### config.mk
export PLATFORM = sky130hd
export DESIGN_NAME = cart_bus_ctrl
export DESIGN_NICKNAME = d
export VERILOG_FILES = /design/src/rtl/cart_bus_ctrl.sv
export SDC_FILE = /design/constraint.sdc
export NUM_CORES = 1
export LEC_CHECK = 0
export BUFFER_PORTS_ARGS = -buffer_cell sky130_fd_sc_hd__buf_2
export CORE_MARGIN = 4
export CORE_UTILIZATION = 48
export CTS_CLUSTER_SIZE = 20
export DETAILED_ROUTE_END_ITERATION = 16
export HOLD_SLACK_MARGIN = 0.1
export PLACE_DENSITY = 0.78
export SETUP_SLACK_MARGIN = 0.3
export SLEW_MARGIN = 20
export SYNTH_ARGS = -nofsm -noshare
export SYNTH_HDL_FRONTEND = slang
export SYNTH_SLANG_ARGS = --single-unit
### constraint.sdc
create_clock -name clk -period 2.18 [get_ports clk]
set_input_delay 0.109 -clock clk [delete_from_list [all_inputs] [get_ports clk]]
set_output_delay 0.109 -clock clk [all_outputs]
set_load 0.01 [all_outputs]
### src/rtl/cart_bus_ctrl.sv
// cart_bus_ctrl: bridges MMU cartridge accesses (ROM 0x0000-0x7FFF, external
// RAM 0xA000-0xBFFF) onto the Game Boy cartridge edge connector. This block
// runs the cartridge power-on reset sequence. It sequences the address and
// the /RD, /WR and /CS strobes, sets the data-bus direction, and divides
// clk down to make the cartridge PHI clock.
//
// Ports:
//   clk, rst          system clock, synchronous active-high reset
//   req_valid/req_we/req_addr/req_wdata/req_ready   MMU request handshake
//   rsp_valid/rsp_rdata                             one-cycle completion
//   cart_clk, cart_n_rst, cart_n_cs, cart_n_rd, cart_n_wr, cart_addr
//                                                   registered cartridge pins
//   cart_d_out/cart_d_oe/cart_d_in                  split tristate data bus
module cart_bus_ctrl #(
  parameter int SETUP_CYC  = 1,
  parameter int ACCESS_CYC = 2,
  parameter int HOLD_CYC   = 1,
  parameter int RST_CYC    = 16,
  parameter int CLK_DIV    = 4
) (
  input  logic        clk,
  input  logic        rst,
  input  logic        req_valid,
  input  logic        req_we,
  input  logic [15:0] req_addr,
  input  logic [7:0]  req_wdata,
  output logic        req_ready,
  output logic        rsp_valid,
  output logic [7:0]  rsp_rdata,
  output logic        cart_clk,
  output logic        cart_n_rst,
  output logic        cart_n_cs,
  output logic        cart_n_rd,
  output logic        cart_n_wr,
  output logic [15:0] cart_addr,
  output logic [7:0]  cart_d_out,
  output logic        cart_d_oe,
  input  logic [7:0]  cart_d_in
);

  localparam int MAX_SA = (SETUP_CYC > ACCESS_CYC) ? SETUP_CYC : ACCESS_CYC;
  localparam int MAX_HR = (HOLD_CYC > RST_CYC) ? HOLD_CYC : RST_CYC;
  localparam int MAXP   = (MAX_SA > MAX_HR) ? MAX_SA : MAX_HR;
  localparam int CW     = $clog2(MAXP) + 1;
  localparam int HALF   = CLK_DIV / 2;
  localparam int DW     = (HALF > 1) ? $clog2(HALF) : 1;

  typedef enum logic [2:0] {
    RST_HOLD, IDLE, SETUP, ACCESS, HOLD, UNMAPPED
  } state_t;

  state_t          state;
  logic [CW-1:0]   cnt;     // shared phase counter, reloaded with N-1 on entry
  logic            we_q;
  logic [DW-1:0]   div_cnt;

  wire is_rom = ~req_addr[15];
  wire is_ram = (req_addr[15:13] == 3'b101);

  // Free-running PHI divider; phase deliberately unrelated to transactions.
  always_ff @(posedge clk) begin
    if (rst) begin
      div_cnt  <= '0;
      cart_clk <= 1'b0;
    end else if (div_cnt == DW'(HALF - 1)) begin
      div_cnt  <= '0;
      cart_clk <= ~cart_clk;
    end else begin
      div_cnt <= div_cnt + 1'b1;
    end
  end

  always_ff @(posedge clk) begin
    if (rst) begin
      state      <= RST_HOLD;
      cnt        <= CW'(RST_CYC - 1);
      we_q       <= 1'b0;
      req_ready  <= 1'b0;
      rsp_valid  <= 1'b0;
      rsp_rdata  <= '0;
      cart_n_rst <= 1'b0;
      cart_n_cs  <= 1'b1;
      cart_n_rd  <= 1'b1;
      cart_n_wr  <= 1'b1;
      cart_addr  <= '0;
      cart_d_out <= '0;
      cart_d_oe  <= 1'b0;
    end else begin
      rsp_valid <= 1'b0;
      case (state)
        RST_HOLD: begin
          if (cnt == '0) begin
            cart_n_rst <= 1'b1;
            req_ready  <= 1'b1;
            state      <= IDLE;
          end else begin
            cnt <= cnt - 1'b1;
          end
        end
        IDLE: begin
          if (req_valid) begin
            req_ready <= 1'b0;
            we_q      <= req_we;
            if (is_rom || is_ram) begin
              cart_addr <= req_addr;
              cart_n_cs <= ~is_ram;
              if (req_we) begin
                cart_d_out <= req_wdata;
                cart_d_oe  <= 1'b1;
              end
              cnt   <= CW'(SETUP_CYC - 1);
              state <= SETUP;
            end else begin
              state <= UNMAPPED;
            end
          end
        end
        SETUP: begin
          if (cnt == '0) begin
            // Only the strobe matching the direction goes low, so /RD never
            // overlaps an FPGA-driven data bus.
            cart_n_rd <= we_q;
            cart_n_wr <= ~we_q;
            cnt       <= CW'(ACCESS_CYC - 1);
            state     <= ACCESS;
          end else begin
            cnt <= cnt - 1'b1;
          end
        end
        ACCESS: begin
          if (cnt == '0) begin
            if (!we_q) rsp_rdata <= cart_d_in;
            cart_n_rd <= 1'b1;
            cart_n_wr <= 1'b1;
            rsp_valid <= 1'b1;
            cnt       <= CW'(HOLD_CYC - 1);
            state     <= HOLD;
          end else begin
            cnt <= cnt - 1'b1;
          end
        end
        HOLD: begin
          if (cnt == '0) begin
            cart_n_cs <= 1'b1;
            cart_d_oe <= 1'b0;
            req_ready <= 1'b1;
            state     <= IDLE;
          end else begin
            cnt <= cnt - 1'b1;
          end
        end
        UNMAPPED: begin
          rsp_valid <= 1'b1;
          rsp_rdata <= 8'hFF;
          req_ready <= 1'b1;
          state     <= IDLE;
        end
        default: state <= RST_HOLD;
      endcase
    end
  end

endmodule

; Word-level counts from Yosys, hierarchy flattened
; Index checks and enable logic that the tools add are counted.
[word_totals]
in_bits = 36
regBits = 50
[op_classes]
n_eq_ne = 15
reduce_logical = 21
bitwise = 4
n_addsub = 2
muxes = 32
[op_table]
columns = op, count
row1 = $mux 5, 5
row2 = $pmux 5 s4, 1
row3 = $mux 8, 2
row4 = $ne 2x2->1 const B, 8
row5 = $pmux 8 s2, 1
row6 = $reduce_and 4->1, 4
row7 = $mux 3, 5
row8 = $pmux 3 s5, 1
row9 = $reduce_and 3->1, 4
row10 = $mux 1, 11
row11 = $pmux 1 s2, 5
row12 = $eq 3x3->1 const B, 3
row13 = $eq 3x2->1 const B, 2
row14 = $reduce_bool 2->1, 3
row15 = $logic_not 5->1, 1
row16 = $reduce_and 5->1, 1
row17 = $sub 5x1->5 const B, 1
row18 = $not 1->1, 4
row19 = $reduce_and 2->1, 2
row20 = $reduce_bool 4->1, 1
row21 = $reduce_or 2->1, 2
row22 = $eq 3x1->1 const B, 1
row23 = $logic_not 3->1, 1
row24 = $pmux 1 s3, 1
row25 = 4 further kinds, 4

; Longest topological paths before layout
[depth]
ltp_word = 5
depth_mapped = 7
depth_no_buf = 6

; Least setup slack after synthesis
; Ideal clock, no wire load.
[synth_timing]
kind = reg2reg
start = register cnt[0]
end = register rsp_rdata[1]
slack_ns = 0.451
arrival_time_ns = 1.611
stages_incl_launch_ff = 8
path_cell_list = dfxtp_1 > inv_1 > ha_1 > or4b_1 > buf_2 > nor2_2 > nand3_2 > o221a_2
[synth_between]
elab_chain_len = 3
[synth_lines]
columns = item, line_no
row1 = from (decl), 53  ; logic [CW-1:0] cnt;
row2 = from (signal assigned), 76  ; cnt <= CW'(RST_CYC - 1);
row3 = from (signal assigned), 97  ; cnt <= cnt - 1'b1;
row4 = from (signal assigned), 111  ; cnt <= CW'(SETUP_CYC - 1);
row5 = $logic_not 5->1, 131  ; if (cnt == '0) begin
row6 = $ne 2x2->1 (no source line), n/a
row7 = $reduce_and 3->1 (no source line), n/a
row8 = to (signal assigned), 132  ; if (!we_q) rsp_rdata <= cart_d_in;
row9 = to (decl), 29  ; output logic [7:0] rsp_rdata,
; Every way passes these cells.
; A chain may end at the register's enable or synchronous reset.

; Final worst setup path
[layout_timing]
start = register cnt[0]
end = register rsp_rdata[6]
; The elaborated chain is that of the path after synthesis.

==> flow_metrics.tcl <==
set metrics [dict create \
    holdPathStages 3 \
    die_h_um 72.9 \
    rsz0062_at_grt "false" \
    critPathArrivalTime_ps 1970 \
    ios 76 \
    finalSetupViolations 0 \
    seqPwrFrac_pct 54.8 \
    status "complete, no violations" \
    nets 355 \
    dieArea_um2 5320 \
    worst-slew-pin-transition_ps 510 \
    wl_um 5480 \
    irDropWorstVdd_mv 0.472 \
    clockBufferDepth 2 \
    die_w_um 72.9 \
    placed_area_um2 2450 \
    dp_hpwl_um 3380 \
    vias 1981 \
    synth_nets 248 \
    path_cells "inv_1 -> ha_2 -> or4b_4 -> nor2_4 -> nand3_4 -> o221a_2" \
    cts_tree "yes" \
    endpoint_kind "flop" \
    grt_pass1_wl_um 8910 \
    antenna_found_initial 0 \
    clock_latency_ps 300 \
    core_area_um2 4030 \
    p_leak_uw 0.00124 \
    grt_usage_pct 21.2 \
    slew_headroom_pct 66.0 \
    hold-path-endpoint "cart_d_out[5]" \
    min_from "req_we" \
    hold_viol_final 0 \
    yosysTopAreaCell "dfxtp_1" \
    ctsHtreeMaxLevel 2 \
    rrSetupSlack_ps 410 \
    io_buffers 75 \
    areaGrowthSynthToFinish_pct 43.0 \
    timing.rr.start "cnt[0]" \
    dr.pass1.iters 4 \
    first_iter_violations 114 \
    cts_sinks 50 \
    startpoint_type "flop" \
    ant_nets 0 \
    finalMaxSlewViolations 0 \
    ys_seq_area_share_pct 49.4 \
    required_ps 2380 \
    sw_frac_of_total_pct 20.8 \
    synth_ff_type "dfxtp_1" \
    final_cells 370 \
    max_stage_delay_ps 530 \
    drv_cap 0 \
    yosysUniqueCellTypes 46 \
    min_period_ps 1770 \
    avgViaCountPerCell 5.35 \
    cts.clk_slew.worst_paths_ps 90 \
    synth.top_cell.area_share_pct 49.4 \
    ys_ff_latch 50 \
    ys_warn_count 0 \
    synth_edf_count 0 \
    wire_per_inst_um 14.8 \
    synth.most_common_cell "dfxtp_1" \
    initial_utilization_pct 50.2 \
    post-cts-setup-buffer-count 0 \
    critical_path_class "reg -> reg" \
    gp_congestion 0.810 \
    ys_async_sr_fraction_pct 0 \
    overflow 0 \
    r2r_cells 6 \
    yosys-top-cells-count "50 x dfxtp_1, 28 x nor2_1, 17 x mux2i_1, 16 x a21oi_1, 15 x nand2_1" \
    cts_root_buffer "clkbuf_8" \
    syn_area_per_cell_um2 9.59 \
    place_inst 330 \
    combPwrFrac_pct 7.7 \
    worstReg2RegEnd "rsp_rdata[6]" \
    fmax_ghz 0.565 \
    drc_errors 0 \
    cts_buffers 5 \
    period_share_pct 81.2 \
    grt_pass1_vias 1949 \
    synth_area_um2 2020 \
    path_delay_family "simple AND/OR/NAND/NOR gates" \
    fin_area_um2 2900 \
    p_int_uw 1340 \
    drive_gt1_share_pct 33.2 \
    cpMaxStageDelayCell "or4b_4" \
    crit_fanout 8 \
    grt_max_degree 36 \
    p_sw_uw 351 \
    clock_power_share_pct 37.4 \
    postSynthCellCount 211 \
    fin_skew_ps 4.99 \
    powerDensity_nw_per_um2 585 \
    synth_area_leaders "dfxtp_1 49%, mux2i_1 8.4%, nor2_1 5.2%, a21oi_1 4.0%, o221a_2 3.9%" \
    hp-class "in -> reg" \
    rows 23 \
    fin_tns_setup_ps 0 \
    worst-path-buf-inv 1 \
]
==> cell families (layout without fill, tap and decap cells) <==
kind of cell | Yosys count | in the layout | share of synthesized area, %
AND/OR/NAND/NOR | 69 | 69 | 16.9
XOR/XNOR | 1 | 1 | 0.433
other | 0 | 1 | 0
AO/OA/AOI/OAI | 52 | 52 | 19.6
multiplexers | 17 | 17 | 8.41
flip-flops | 50 | 50 | 49.4
buffers and inverters | 21 | 129 | 4.64
adder cells (fa/ha/maj) | 1 | 1 | 0.618
==> state kept, by name (all words and copies together) (netlist names) <==
signal	flops
cart_addr	16
cart_clk	1
cart_d_oe	1
cart_d_out	8
cart_n_cs	1
cart_n_rd	1
cart_n_rst	1
cart_n_wr	1
cnt	5
div_cnt	1
req_ready	1
rsp_rdata	8
rsp_valid	1
state	3
we_q	1
==> cells in the final DEF, fill, tap and decap left out, types with 2 or more instances in the layout <==
cell	n
nand3_1	8
dfxtp_1	50
nand2b_1	2
a32o_1	2
nor2_1	27
o21ai_0	6
clkbuf_1	2
buf_2	75
inv_1	7
a31oi_1	2
o31ai_1	2
a211o_1	2
nor3_1	4
buf_4	8
clkbuf_8	5
nand2_1	15
o221a_2	7
nor2b_1	3
dlygate4sd3_1	31
a21oi_1	16
mux2i_1	17
==> worst register-to-register path: stages (launching register included) <==
cell     delay [ps]
dfxtp_1         350
inv_1            70
ha_2            190
or4b_4          530
nor2_4          130
nand3_4         120
o221a_2         270
==> layer usage <==
metal  part of all wire (%)  vias to the layer above  track usage [%]
met5                      0                        -                0
met4                    2.5                        0             9.22
met3                    8.0                       19             5.79
met2                     48                       88             35.5
met1                     41                      905             25.3
li1                       -                      969                -
==> worst max-delay path by stage <==
stage,start,to,depth (start not counted),slack (ps)
3_5_place_dp,cnt[0],rsp_rdata[6],6,270
6_report,cnt[0],rsp_rdata[6],6,410
2_1_floorplan,cnt[0],rsp_rdata[1],7,450
3_3_place_gp,cnt[0],rsp_rdata[3],6,320
5_1_grt,cnt[0],rsp_rdata[6],6,320
4_1_cts,cnt[0],rsp_rdata[6],6,360
==> area by class of cell <==
type	instances	area, um^2
fill	317	1130
sequential	50	1000
multi-input combinational	140	951
timing repair buffer	114	746
clock buffer	7	76.3
tap	50	62.6
clock inverter	1	30.0
inverter	7	26.3
antenna	1	2.50
==> timing repair <==
action / in CTS / in global routing
pin swaps: 0 / 3
hold buffers: 31 / 0
hold endpoints to repair: 31 / 0
gates resized for setup: 1 / 4
endpoints found under the setup margin: 8 / 11
==> metrics by stage <==
step,utilization (%),power (uW),setup slack [ps],hold slack (ps)
finish,71.9,1690,411,138
global route,71.8,1750,318,152
CTS,71.4,1700,356,128
floorplan,-,989,451,256
global placement,60.9,1030,318,339
detailed placement,60.9,1030,272,350
==> power by group through the flow <==
stage / combinational, uW / clock (uW) / sequential (uW)
final: 131 / 634 / 928
after global routing: 142 / 683 / 930
after CTS: 126 / 644 / 928
after detailed placement: 83.8 / 0 / 949
after global placement: 83.7 / 0 / 949
after floorplan: 40.2 / 0 / 949
(Power assumes the default switching activity.)
